### src/rtl/cpu_run_ctrl.sv
// Board-side run controller: conditions start/step buttons and drives cpu_ce, start_pulse and running.
// It also keeps a saturating count of cpu_ce pulses in cycle_cnt.
// Latency: start_pulse appears 2+DEBOUNCE cycles after a clean press; running rises one cycle later.
// The first cpu_ce follows DIV enabled cycles after that. A halt drops running one cycle later.
// Backpressure: none. enable low freezes the divider and the count. halt ends RUN.
//
// Ports:
//   boardCLK, clk_reset   single clock; synchronous active-high reset
//   start, step           raw asynchronous buttons (step only with SINGLE_STEP_EN)
//   enable, halt          run gate level; CPU halt indication
//   cpu_ce, start_pulse   one-cycle CPU clock-enable; one-cycle accepted start press
//   running, cycle_cnt    high in RUN; saturating count of cpu_ce since the last start
// Optional feature macro: SINGLE_STEP_EN adds the step port and the STEP state.

// Button conditioner: 2-flop synchronizer, then a debounce counter, then a rising-edge detect.
// Latency: pulse appears 2+DEBOUNCE cycles after raw settles high.
// Backpressure: none. One pulse per press; the level must fall before another press is accepted.
module cpu_run_ctrl_btn #(
    parameter int DEBOUNCE = 16
) (
    input  logic clk,
    input  logic rst,
    input  logic raw,
    output logic pulse
);
    localparam int DB_W = $clog2(DEBOUNCE + 1);
    localparam logic [DB_W-1:0] DB_MAX = DB_W'(DEBOUNCE);

    logic            sync1;
    logic            sync2;
    logic [DB_W-1:0] db_cnt;
    logic            accepted;
    logic            accepted_q;

    assign accepted = (db_cnt == DB_MAX);

    always_ff @(posedge clk) begin
        if (rst) begin
            sync1      <= 1'b0;
            sync2      <= 1'b0;
            db_cnt     <= '0;
            accepted_q <= 1'b0;
            pulse      <= 1'b0;
        end else begin
            sync1 <= raw;
            sync2 <= sync1;
            // The counter saturates at DEBOUNCE so a long press stays accepted without wrapping.
            if (!sync2)
                db_cnt <= '0;
            else if (!accepted)
                db_cnt <= db_cnt + DB_W'(1);
            accepted_q <= accepted;
            pulse      <= accepted & ~accepted_q;
        end
    end
endmodule

module cpu_run_ctrl #(
    parameter int DIV      = 4,
    parameter int DEBOUNCE = 16,
    parameter int CNT_W    = 32
) (
    input  logic             boardCLK,
    input  logic             clk_reset,
    input  logic             start,
    input  logic             enable,
    input  logic             halt,
`ifdef SINGLE_STEP_EN
    input  logic             step,
`endif
    output logic             cpu_ce,
    output logic             start_pulse,
    output logic             running,
    output logic [CNT_W-1:0] cycle_cnt
);
    localparam logic [1:0] ST_IDLE   = 2'd0;
    localparam logic [1:0] ST_RUN    = 2'd1;
    localparam logic [1:0] ST_HALTED = 2'd2;
`ifdef SINGLE_STEP_EN
    localparam logic [1:0] ST_STEP   = 2'd3;
`endif

    localparam int DIV_W = $clog2(DIV);
    localparam logic [DIV_W-1:0] DIV_LAST = DIV_W'(DIV - 1);
    localparam logic [CNT_W-1:0] CNT_MAX  = '1;

    logic [1:0]       state;
    logic [DIV_W-1:0] div_cnt;
    logic             wrap;
    logic             cnt_sat;

    assign wrap    = enable && (div_cnt == DIV_LAST);
    assign cnt_sat = (cycle_cnt == CNT_MAX);

    cpu_run_ctrl_btn #(.DEBOUNCE(DEBOUNCE)) u_start_btn (
        .clk   (boardCLK),
        .rst   (clk_reset),
        .raw   (start),
        .pulse (start_pulse)
    );

`ifdef SINGLE_STEP_EN
    logic       step_pulse;
    logic [1:0] step_ret;   // state to resume after the single step (IDLE or HALTED)

    cpu_run_ctrl_btn #(.DEBOUNCE(DEBOUNCE)) u_step_btn (
        .clk   (boardCLK),
        .rst   (clk_reset),
        .raw   (step),
        .pulse (step_pulse)
    );
`endif

    always_ff @(posedge boardCLK) begin
        if (clk_reset) begin
            state     <= ST_IDLE;
            div_cnt   <= '0;
            cpu_ce    <= 1'b0;
            running   <= 1'b0;
            cycle_cnt <= '0;
`ifdef SINGLE_STEP_EN
            step_ret  <= ST_IDLE;
`endif
        end else begin
            cpu_ce <= 1'b0;
            case (state)
                ST_RUN: begin
                    if (enable)
                        div_cnt <= wrap ? '0 : div_cnt + DIV_W'(1);
                    // A halt seen in the wrap cycle wins, so that cpu_ce is never issued.
                    if (halt) begin
                        state   <= ST_HALTED;
                        running <= 1'b0;
                    end else if (wrap) begin
                        cpu_ce <= 1'b1;
                        if (!cnt_sat)
                            cycle_cnt <= cycle_cnt + 1'b1;
                    end
                end
`ifdef SINGLE_STEP_EN
                ST_STEP: begin
                    cpu_ce <= 1'b1;
                    if (!cnt_sat)
                        cycle_cnt <= cycle_cnt + 1'b1;
                    state <= step_ret;
                end
`endif
                default: begin
                    // IDLE and HALTED: a start press takes priority over a step press.
                    if (start_pulse && enable) begin
                        state     <= ST_RUN;
                        running   <= 1'b1;
                        div_cnt   <= '0;
                        cycle_cnt <= '0;
                    end
`ifdef SINGLE_STEP_EN
                    else if (step_pulse && enable) begin
                        state    <= ST_STEP;
                        step_ret <= state;
                    end
`endif
                end
            endcase
        end
    end
endmodule

### config.mk
export PLATFORM = sky130hd
export DESIGN_NAME = cpu_run_ctrl
export DESIGN_NICKNAME = d
export VERILOG_FILES = /design/src/rtl/cpu_run_ctrl.sv
export SDC_FILE = /design/constraint.sdc
export NUM_CORES = 1
export LEC_CHECK = 0
export ABC_AREA = 1
export CAP_MARGIN = 20
export CORE_MARGIN = 1
export CORE_UTILIZATION = 55
export CTS_CLUSTER_SIZE = 16
export DETAILED_ROUTE_END_ITERATION = 10
export PLACE_DENSITY = 0.8
export SLEW_MARGIN = 10
export SYNTH_ARGS = -nofsm -noshare
export SYNTH_HDL_FRONTEND = slang
export SYNTH_HIERARCHICAL = 1
export SYNTH_SLANG_ARGS = --single-unit
export TNS_END_PERCENT = 100
### constraint.sdc
create_clock -name boardCLK -period 2.2 [get_ports boardCLK]
set_input_delay 0.33 -clock boardCLK [delete_from_list [all_inputs] [get_ports boardCLK]]
set_output_delay 0.33 -clock boardCLK [all_outputs]
set_load 0.01 [all_outputs]
==> impl_metrics.csv <==
group,metric,value,unit
synth,yosysMostFrequentCell,"nand2_1",
detailed_routing,vias,3176,
clock_network,clk_pin_slew,0.08,ns
detailed_routing,drtIter0Drc,235,
detailed_routing,ant_nets,0,
timing,worstMarginPinSlew,0.5734,ns
power_and_ir_drop,ir_drop,0.0003369,V
synth,synth.distinct_cells,30,
clock_network,cts_buffer_depth,2,
final_layout,nNetsFinal,543,
final_layout,seqCellArea,920.9,um2
final_layout,stdcell_area,3485,um2
synth,synth.top_cells.by_area,"dfxtp_1 (31%), nand2_1 (22%), nor2_1 (12%)",
power_and_ir_drop,p_per_area,402.5,nW/um2
global_route,globalRouteOverflowTotal,0,
worst_setup_path,required,2.44,ns
synth,synth_top_area_frac,0.3135,
power_and_ir_drop,p_leak,0.001395,uW
placed_design,dp_hpwl,5351,um
clock_network,cts-hold-fix-buffers,0,
worst_setup_path,r2r_start,"cycle_cnt[1]",
timing,setup_tns,0,ns
worst_hold_path,hold_class,"reg2reg",
clock_network,cts_tree,"yes",
worst_setup_path,crit_path_start_kind,"flop",
status,run_status,"finished, final reports clean",
global_route,antenna_found_initial,0,
worst_hold_path,hp-start,"u_start_btn/sync1",
global_route,track_usage,0.2824,
global_route,grt_pass1_wl,12230,um
synth,ys.flop_type,"dfxtp_1",
synth,ys_warn_count,6,
power_and_ir_drop,total_power,1402,uW
worst_setup_path,critPathKind,"reg2reg",
global_route,first_global_vias,2758,
floorplan,num_rows,26,
clock_network,numCtsBuffers,5,
synth,yosys-top-cells-count,"nand2_1 (170), nor2_1 (93), inv_1 (52)",
placed_design,place_area,3393,um2
clock_network,cts_resized,0,
final_layout,multi_input_area,1735,um2
flow_run,maxCapViolations,0,
clock_network,clock_latency,0.30,ns
synth,synth_area,2938,um2
final_layout,syn_to_final_growth,18.61,%
floorplan,core_area,5140,um2
placed_design,gp_congestion,0.9240,
worst_setup_path,critPathCaptureType,"flop",
final_layout,diodes,0,
clock_network,postCtsSetupBuffers,0,
synth,ys_ff_latch,46,
clock_network,h-tree-depth,2,
synth,synth_nets,502,
timing,hold_violations,0,
timing,drv_slew,0,
detailed_routing,drc_errors,0,
synth,synth_top_area_cell,"dfxtp_1",
synth,synth_edf_count,0,
timing,setup_viol,0,
timing,post-route-period-util,0.8783,
synth,avgSynthCellArea,5.959,um2
final_layout,fillCellCount,511,
placed_design,port_buffers,39,
timing,rsz0062_at_grt,"no",
worst_setup_path,critical_path_arrival,2.17,ns
worst_setup_path,cp_max_fo,31,
floorplan,dieArea,5638,um2
floorplan,die_y,75.09,um
clock_network,cts.sinks,46,
final_layout,drive_gt1_frac,0.05607,
detailed_routing,routed_wl,7278,um
detailed_routing,post_drt_wl_per_cell,12.03,um
synth,syn_inst,493,
floorplan,ios,40,
timing,fmax,517.5,MHz
clock_network,clockRootBuffer,"clkbuf_8",
timing,finClkSkew,0.005625,ns
timing,holdWs,0.4094,ns
synth,ys_seq_area_frac,0.3135,
detailed_routing,vias_per_cell,5.250,
synth,async_reset_ff_frac,0,
worst_setup_path,cp-startpoint,"cycle_cnt[1]",
floorplan,initial_core_util,0.5716,
global_route,grt_max_degree,32,
timing,max_slew_margin,0.6153,
timing,min_period,1.932,ns
detailed_routing,first_pass_iters,6,
floorplan,fp.dieW,75.09,um
## layer usage
layer,track usage,wire length (um),up-vias
li1,-,-,1607
met1,0.3846,3254,1430
met2,0.4535,3286,120
met3,0.04418,576,19
met4,0.1006,159,0
met5,0,0,-
## registers in the layout (all words and copies together), names as in the netlist, 2 cells and up
name and flops:
cycle_cnt 32, u_start_btn/db_cnt 5, state 2, div_cnt 2
## layout by cell type (no fill, tap or decap)
cell type          n
nand2_1          170
nor2_1            93
inv_1             52
nand3_1           51
dfxtp_1           46
clkdlybuf4s50_1   39
a21oi_1           23
xor2_1             7
buf_4              7
o21bai_1           6
clkbuf_8           6
nand4_1            4
ha_1               4
nor2_4             3
nor2_2             3
nand2_4            3
o21ai_0            3
inv_2              2
nor3_1             2
nand2_2            1
nor2_8             1
nand3_2            1
clkinv_1           1
nand3_4            1
nor3_2             1
nor4_1             1
and2_1             1
clkbuf_1           1
clkinv_2           1
xnor2_1            1
## critical path, cell delays in order, from the launching register on
cell and delay [ns]:
dfxtp_1 0.39, ha_1 0.18, nand2_1 0.09, nor2_2 0.23, nand2_4 0.12, nor2_8 0.16, nand3_4 0.11, nand2_4 0.08
nand2_4 0.20, nand2_1 0.15, nand2_1 0.06, nor2_1 0.10
## layout make-up
class	instances	share of cell area
Clock buffer	7	0.02478
Tap cell	70	0.02513
Inverter	55	0.05925
Sequential cell	46	0.2643
Clock inverter	1	0.001436
Timing Repair Buffer	46	0.1271
Multi-Input combinational cell	380	0.4980
## power by group
part,switching (uW),leakage [uW],internal [uW]
clock,284,0.0000482,254
combinational,19.3,0.000976,10.7
sequential,0.940,0.000371,834
total,304,0.00139,1100
## stage by stage
stage          utilization  setup WS, ns  cells
2_1_floorplan            -        0.4760    493
3_3_place_gp        0.6602        0.2759    597
3_5_place_dp        0.6602        0.2096    597
4_1_cts             0.6779        0.2875    605
5_1_grt             0.6779       0.07130    605
6_report            0.6779        0.2677    605
## logic make-up after synthesis
kind of cell    Yosys count  share of synthesized area
compound gates           32                    0.05962
xor+xnor                  8                    0.02385
fa+ha+maj                 4                    0.01704
buf+inv                  67                    0.09582
flops                    46                     0.3135
simple gates            336                     0.4902
## path summary, 6_finish.rpt
path	slack [ns]	cells past startpoint	end
hold / removal	0.41	2	u_start_btn/sync2
setup / recovery	0.27	11	cycle_cnt[28]
setup reg to reg	0.27	11	cycle_cnt[28]
hold reg to reg	0.41	2	u_start_btn/sync2
Power figures use the tool's default switching activity.
